File: src/rtl/alu_pkg.sv
// Shared ALU definitions: datapath width, BIST polynomials and FSM encoding.
// Imported by the ALU BIST controller and its LFSR.
package alu_pkg;

    localparam int          ALU_WIDTH = 16;
    localparam logic [31:0] LFSR_TAPS = 32'h8020_0003;
    localparam logic [15:0] MISR_POLY = 16'h1021;

    typedef enum logic [1:0] {
        IDLE,
        APPLY,
        CHECK,
        DONE
    } bist_state_t;

endpackage

File: src/rtl/alu_lfsr32.sv
// 32-bit right-shifting Galois LFSR with seed load and advance enable.
// A zero seed would lock the register, so it is replaced by 1.
module alu_lfsr32
    import alu_pkg::*;
#(
    parameter logic [31:0] SEED = 32'h0000_0001
) (
    input  logic        clk,
    input  logic        rst_n,
    input  logic        load,
    input  logic        adv,
    output logic [31:0] q
);

    localparam logic [31:0] SEED_EFF = (SEED == 32'h0) ? 32'h1 : SEED;

    logic [31:0] q_next;

    always_comb begin
        q_next = (q >> 1) ^ (q[0] ? LFSR_TAPS : 32'h0);
    end

    always_ff @(posedge clk) begin
        if (!rst_n) begin
            q <= 32'h0;
        end else if (load) begin
            q <= SEED_EFF;
        end else if (adv) begin
            q <= q_next;
        end
    end

endmodule

File: src/rtl/alu_bist_ctrl.sv
// BIST engine for the ALU NOR gate: drives LFSR operands, checks against
// a NOR reference and compacts every result into a 16-bit MISR.
module alu_bist_ctrl
    import alu_pkg::*;
#(
    parameter int          WIDTH       = 16,
    parameter int          NUM_VECTORS = 20,
    parameter logic [31:0] SEED        = 32'h0000_0001
) (
    input  logic             clk,
    input  logic             rst_n,
    input  logic             start,
    output logic [WIDTH-1:0] op_a,
    output logic [WIDTH-1:0] op_b,
    input  logic [WIDTH-1:0] dut_out,
    output logic             busy,
    output logic             done,
    output logic             pass,
    output logic [7:0]       err_count,
    output logic [15:0]      signature
);

    localparam logic [15:0] LAST_VEC = 16'(NUM_VECTORS - 1);

    bist_state_t state, state_n;

    logic [31:0] lfsr;
    logic        load;
    logic        adv;
    logic        last;
    logic        mismatch;
    logic [15:0] vec_cnt;
    logic [7:0]  err_n;
    logic [15:0] sig_n;

    // Operands come straight from the LFSR register, so they stay registered.
    alu_lfsr32 #(
        .SEED (SEED)
    ) u_lfsr (
        .clk   (clk),
        .rst_n (rst_n),
        .load  (load),
        .adv   (adv),
        .q     (lfsr)
    );

    assign op_a = lfsr[31:16];
    assign op_b = lfsr[15:0];

    assign last     = (vec_cnt == LAST_VEC);
    assign mismatch = (dut_out != ~(op_a | op_b));

    always_comb begin
        err_n = err_count;
        if (mismatch && err_count != 8'hFF) begin
            err_n = err_count + 8'd1;
        end
        sig_n = {signature[14:0], 1'b0}
              ^ (signature[15] ? MISR_POLY : 16'h0)
              ^ dut_out;
    end

    always_ff @(posedge clk) begin
        if (!rst_n) begin
            state <= IDLE;
        end else begin
            state <= state_n;
        end
    end

    always_comb begin
        state_n = state;
        unique case (state)
            IDLE:    if (start) state_n = APPLY;
            APPLY:   state_n = CHECK;
            CHECK:   state_n = last ? DONE : APPLY;
            DONE:    if (start) state_n = APPLY;
            default: state_n = IDLE;
        endcase
    end

    always_comb begin
        busy = (state == APPLY) || (state == CHECK);
        done = (state == DONE);
        load = ((state == IDLE) || (state == DONE)) && start;
        adv  = (state == CHECK) && !last;
    end

    always_ff @(posedge clk) begin
        if (!rst_n) begin
            vec_cnt   <= 16'h0;
            err_count <= 8'h0;
            signature <= 16'h0;
            pass      <= 1'b0;
        end else if (load) begin
            vec_cnt   <= 16'h0;
            err_count <= 8'h0;
            signature <= 16'h0;
            pass      <= 1'b0;
        end else if (state == CHECK) begin
            err_count <= err_n;
            signature <= sig_n;
            if (last) begin
                pass <= (err_n == 8'h0);
            end else begin
                vec_cnt <= vec_cnt + 16'd1;
            end
        end
    end

endmodule

File: config.mk
export PLATFORM = sky130hd
export DESIGN_NAME = alu_bist_ctrl
export DESIGN_NICKNAME = d
export VERILOG_FILES = /design/src/rtl/alu_pkg.sv /design/src/rtl/alu_lfsr32.sv /design/src/rtl/alu_bist_ctrl.sv
export SDC_FILE = /design/constraint.sdc
export NUM_CORES = 1
export LEC_CHECK = 0
export ABC_CLOCK_PERIOD_IN_PS = 2060
export BUFFER_PORTS_ARGS = -buffer_cell sky130_fd_sc_hd__buf_2
export CAP_MARGIN = 5
export CORE_MARGIN = 5
export CORE_UTILIZATION = 54
export DETAILED_ROUTE_END_ITERATION = 8
export HOLD_SLACK_MARGIN = 0.02
export MAX_ROUTING_LAYER = met4
export PLACE_DENSITY = 0.79
export SKIP_LAST_GASP = 1
export SYNTH_ARGS = -nofsm -noshare
export SYNTH_HDL_FRONTEND = slang
export SYNTH_SLANG_ARGS = --single-unit
File: constraint.sdc
create_clock -name clk -period 2.06 [get_ports clk]
set_input_delay 0.309 -clock clk [delete_from_list [all_inputs] [get_ports clk]]
set_output_delay 0.309 -clock clk [all_outputs]
set_load 0.02 [all_outputs]
---- Word-level counts from Yosys, hierarchy flattened ----
Index checks and enable logic that the tools add are counted.
operators by class
  $lt $le $gt $ge ......................... 0
  bitwise logic cells ..................... 7
  $add $sub $neg .......................... 2
  $mul .................................... 0
  divide/modulo/power cells ............... 0
  reduce and logical (&&, ||, !) cells .... 13
  shifts and indexed selects .............. 0
  mux-type cells .......................... 8
  eq/ne operators ......................... 7
operator list
  operator                                                                count
  32-bit two-way mux                                                      1
  31-bit by 32-bit XOR with 32-bit output                                 1
  16-bit by 1-bit adder with 16-bit output, second input constant         1
  16-bit by 5-bit equality test with 1-bit output, second input constant  1
  16-bit != test                                                          1
  16-bit inverter                                                         1
  16-bit OR                                                               1
  16-bit by 13-bit XOR with 16-bit output                                 1
  16-bit XOR                                                              1
  13-bit two-way mux                                                      1
  8-bit by 1-bit adder with 8-bit output, second input constant           1
  8-bit logical NOT                                                       1
  8-bit two-way mux                                                       1
  8-bit != test, second input constant                                    1
  2-bit case mux with 3 select lines                                      1
  2-bit equality test, second input constant                              2
  2-bit two-way mux                                                       2
  2-bit AND reduction                                                     2
  2-bit OR reduction                                                      2
  1-bit logical AND                                                       3
  2-bit by 1-bit equality test with 1-bit output, second input constant   1
  2-bit logical NOT                                                       1
  1-bit logical OR                                                        2
  1-bit two-way mux                                                       2
  4 further kinds                                                         5
word-level totals
  bits of input ports ..................... 19
  memories kept ........................... 0
  register bits after elaboration ......... 75
  bits in writable memories ............... 0
  ROM bits ................................ 0
  logic and storage cells ................. 44
  bits in latches ......................... 0
  output and inout bits ................... 59

---- Logic depth before layout (Yosys ltp) ----
  word-level depth ........................ 6
  mapped depth ............................ 9

---- Cells and area by module ----
A second synthesis with hierarchy kept.
second synthesis, totals
  cell total of the unflattened synthesis .. 412
  area, all modules ....................... 3717.3 um^2
modules (own cells, without submodules)
  module         area each (um^2)  cells each  instances
  alu_bist_ctrl  2308.5            276         1
  alu_lfsr32     1408.9            136         1

---- Worst setup path after synthesis ----
No wires, ideal clock.
  path kind ............................... register to register
  start point ............................. register u_lfsr.q[22]
  end point ............................... register pass
  clock period less this slack ............ 1.941 ns
  stages on the path, launching flop included .. 9
  data required time ...................... 1.973 ns
  data arrival time ....................... 1.854 ns
  buffers on the path ..................... 1
  slack ................................... 0.119 ns
  path through ............................ dfxtp_1 nor2_1 xor2_1 nor4_1 nand4_1 buf_6 nand2_1 mux2_2 o31ai_1
on the way
  cells in the longest elaborated chain, start to end .. 6
ends and longest elaborated chain
  item                    line                  text
  from (decl)             alu_lfsr32.sv:12      output logic [31:0] q
  from (signal assigned)  alu_lfsr32.sv:29      q <= q_next;
  16-bit OR               alu_bist_ctrl.sv:51   assign mismatch = (dut_out != ~(op_a | op_b));
  16-bit inverter         alu_bist_ctrl.sv:51
  16-bit != test          alu_bist_ctrl.sv:51
  1-bit logical AND       alu_bist_ctrl.sv:55   if (mismatch && err_count != 8'hFF) begin
  8-bit two-way mux       alu_bist_ctrl.sv:55
  8-bit logical NOT       alu_bist_ctrl.sv:104  pass <= (err_n == 8'h0);
  to (signal assigned)    alu_bist_ctrl.sv:104
  to (decl)               alu_bist_ctrl.sv:18   output logic pass,
Every way passes these cells.
A chain may end at the register's enable or synchronous reset.

---- Final worst setup path ----
  start point ............................. register u_lfsr.q[2]
  end point ............................... register pass
Same word-level chain as after synthesis.

==> results summary <==
Of all cell types, the one taking the most synthesized area is dfxtp_1. Wire segments on met2 add up to 4048 µm in the final route. The worst register-to-register path begins at u_lfsr.q[2]. Counting along the longest clock path gives a buffer depth of 2. In this run the worst path has a maximum fanout of 5. The count of endpoints failing hold in the final timing report is 0. The total number of nets in the final design is 531. The critical path goes through nor2_2, xor2_1, nor4_1, buf_4, nand4_1, buf_6, nand2_1, mux2_2, o31ai_2. Summed over all failing endpoints, the final setup total negative slack is 0 ps.

The share of power burned in combinational logic came out at 0.309. For this design the total switching power over the nets is 1.473 mW. The wire length of the first global-routing pass came out at 13610 µm. The number of warnings reported in the yosys synthesis log came out at 0. The switching part of the total power is 0.3586. Based on the critical path, the design can be clocked at up to ~500 MHz. The sequential cell area fraction in the yosys report is 0.4107. The floorplan die area came out at 8516 µm². The end of the worst hold path is state[0]. In this run the critical register-to-register path is captured at pass. The tightest min-delay check is of the in -> reg type. Clock tree synthesis selected as its root buffer the cell clkbuf_8. The clock tree synthesis step divided the H-tree into 3 levels. For this block, the initial DRC count from the detailed router was between 100 and 150. In this run the horizontal extent of the chip is 92.28 µm. The overflow left after global routing is 0. The I/O pin count is just under 80. The synthesized netlist cell count is 445. The final max-slew violation count is 0.

The core area is 6681 µm². The number of antenna violations at the first check in global routing is 0. STA classifies the critical path startpoint as a flop.

The initial cell density of the core is 0.5472. The number of non-filler instances in the completed layout is just under 600. TritonCTS built the clock tree.

The synthesized design contains 75 register bits. The number of global-route vias before repair came out at 2866. The number of diodes came out at 0. The overall fraction of global-route tracks in use is 0.2039. Sorting the synthesized cells by how often they occur yields 75 x dfxtp_1, 75 x nand2_1, 55 x nor2_1. For this design the ratio of total power to cell area is about 960 nW/µm². The number of placed instances, taps included, is 573. The clock power share is 0.281.

On the worst path, the slowest cell contributes a delay of 340 ps. The number of distinct library cells after synthesis came out at 39. The leakage power of the design came out at 1.714 nW. The required time of the critical path is 2330 ps. The ratio of cells with drive above 1 in the final layout came out at 0.2617. The part of the total power dissipated in sequential elements is 0.410. The maximum clock skew at final layout came out at roughly 12 ps.

The number of cells on the worst reg-to-reg path is 9. The setup-violating endpoint count in the final report is 0. The post-synth net total is 469. The detailed router used layers up to and including met4. Power comes to around 4.1 mW. The number of clock sinks is between 70 and 80. The setup slack of the worst register-to-register path is 50 ps. The worst path in the final design needs a cycle of 2011 ps, including I/O delays and setup. Summing over every cut layer, the via total after detailed routing is about 3.2k. The netlist area before placement is roughly 3700 µm².

Setup slack on the critical path of the routed design comes to between 40 and 50 ps. The worst setup path is of the reg -> reg kind. For this run, the detailed router's first-pass iteration total came to 5. The clock slew seen by the registers of the worst setup and hold paths is 90 ps. The number of buffer and inverter stages on the critical path came out at 2.

The post-synthesis async set-or-reset flop share is 0. By area the synthesized netlist is led by dfxtp_1 41%, nand2_1 7.7%, xor2_1 6.7%. After detailed routing, the average wire length per cell comes to ~14 µm. On the final layout, the worst hold slack is 246.3 ps. TritonCTS created 9 clock buffers.

Setup repair after global routing could not meet its margin everywhere. The worst slack at placement is -1.826 ps. The routed metal-1 wire length came out at 3783 µm.

The number of nets still failing antenna checks after routing came out at 0. The post-detailed-route DRC marker count is 0. The prevailing post-synth register cell is dfxtp_1. Summed over all layers, the routed wires come to 8515 µm. In this design, the largest share of critical-path delay is due to simple AND/OR/NAND/NOR gates.

The highest ir drop seen on vdd is approximately 0.00076 V. The post-synthesis average cell area is 8.216 µm². Max-cap violations in this run came to 0. The worst-path cell with the longest stage delay is dfxtp_2. Internal power comes to 2.635 mW. The flow ran to the end, and the final reports show no timing, DRC or antenna violations. The layout overhead on the synthesized area is 17.62%. In the detailed route, the total length drawn on met3 is 539 µm. The number of enable flip-flop cells after synthesis came out at 0. The maximum number of pins on one net before global-route repair came out at 53. The final weighted congestion of routability-driven global placement is 0.8609. The transition time at the pin with the least slew margin is 393.1 ps. Headroom to the max-slew limit came out at 0.7359.

The worst hold path begins at rst_n. STA classifies the critical path endpoint as a flop. The number of cell rows is 30. The placed wire-length estimate after detailed placement came out at 6173 µm. The data arrival time of the worst path came out at 2280 ps. The instance count along the most critical hold path is 2. The number of port buffers is 77. The floorplan step set the die height to just over 90 µm. For the worst-skew pair, the clock arrives at the later sink with an insertion delay of 360 ps. The share of the synthesized area in the top cell type came out at 0.4107.

The final critical-path share of the clock period came out at 0.9762. The ratio of routed vias to standard cells came out at 5.370.
[placed cells by master, fill, tap and decap left out, types with 4 or more instances in the layout]
cell type  instances
nand2_1           74
nand4_1            8
clkbuf_8          10
xnor2_1           25
a211oi_1          16
nor4_1             5
mux2i_1            5
dfxtp_1           72
ha_1               5
nor2_1            52
and3_1             5
o21ai_0            5
nor2_2             4
nand3_1            9
or3_1              4
xor2_1            28
buf_4             20
buf_2             77
inv_1              7
a21oi_1           35
[routing by layer]
metal | vias to the layer above | GRT usage
met4 | 0 | 0.08292
met2 | 103 | 0.3212
met3 | 15 | 0.04348
met5 | - | -
met1 | 1468 | 0.2550
li1 | 1593 | -
[worst max-delay path by stage]
stage | start | end | slack [ps] | cells past startpoint
final | u_lfsr.q[2] | pass | 50 | 9
after global routing | u_lfsr.q[2] | pass | -60 | 9
after CTS | u_lfsr.q[9] | pass | 10 | 9
after detailed placement | dut_out[9] | pass | -2 | 9
after global placement | dut_out[9] | pass | 50 | 9
after floorplan | u_lfsr.q[22] | pass | 120 | 8
[registers in the layout, summed over array words and instances (netlist names)]
signal,count
err_count,8
signature,16
vec_cnt,16
state,2
u_lfsr.q,32
pass,1
[cell type report]
class,instances,area [µm²]
fillers,588,2381
multi-input cells,312,1848
flip-flops and latches,75,1505
repair buffers,102,618.1
clock buffers,10,137.6
well taps,80,100.1
clock inverters,6,65.06
inverters,7,26.28
[power groups by stage]
stage | clock network [mW] | registers (mW) | logic (mW)
3_3_place_gp | 0 | 1.71 | 1.21
3_5_place_dp | 0 | 1.72 | 1.23
4_1_cts | 1.17 | 1.68 | 1.24
5_1_grt | 1.24 | 1.70 | 1.38
6_report | 1.15 | 1.69 | 1.27
2_1_floorplan | 0 | 1.78 | 0.777
[through the flow]
step	instance area [µm²]	util
finish	4300	0.6436
global route	4300	0.6436
CTS	4237	0.6341
detailed placement	4034	0.6037
global placement	4034	0.6037
floorplan	3656	-
[cell families after synthesis]
logic type      synth area share
xor+xnor                  0.1270
buf+inv                  0.09274
compound gates            0.1153
mux                      0.01677
flops                     0.4107
simple gates              0.2204
fa+ha+maj                0.01711
[what timing repair did]
action,CTS,global route
resized for setup,0,14
hold buffers,0,0
buffers inserted,0,2
endpoints found under the setup margin,0,2
endpoints found under the hold margin,0,0
No activity file was read; power rests on OpenSTA's default activity.
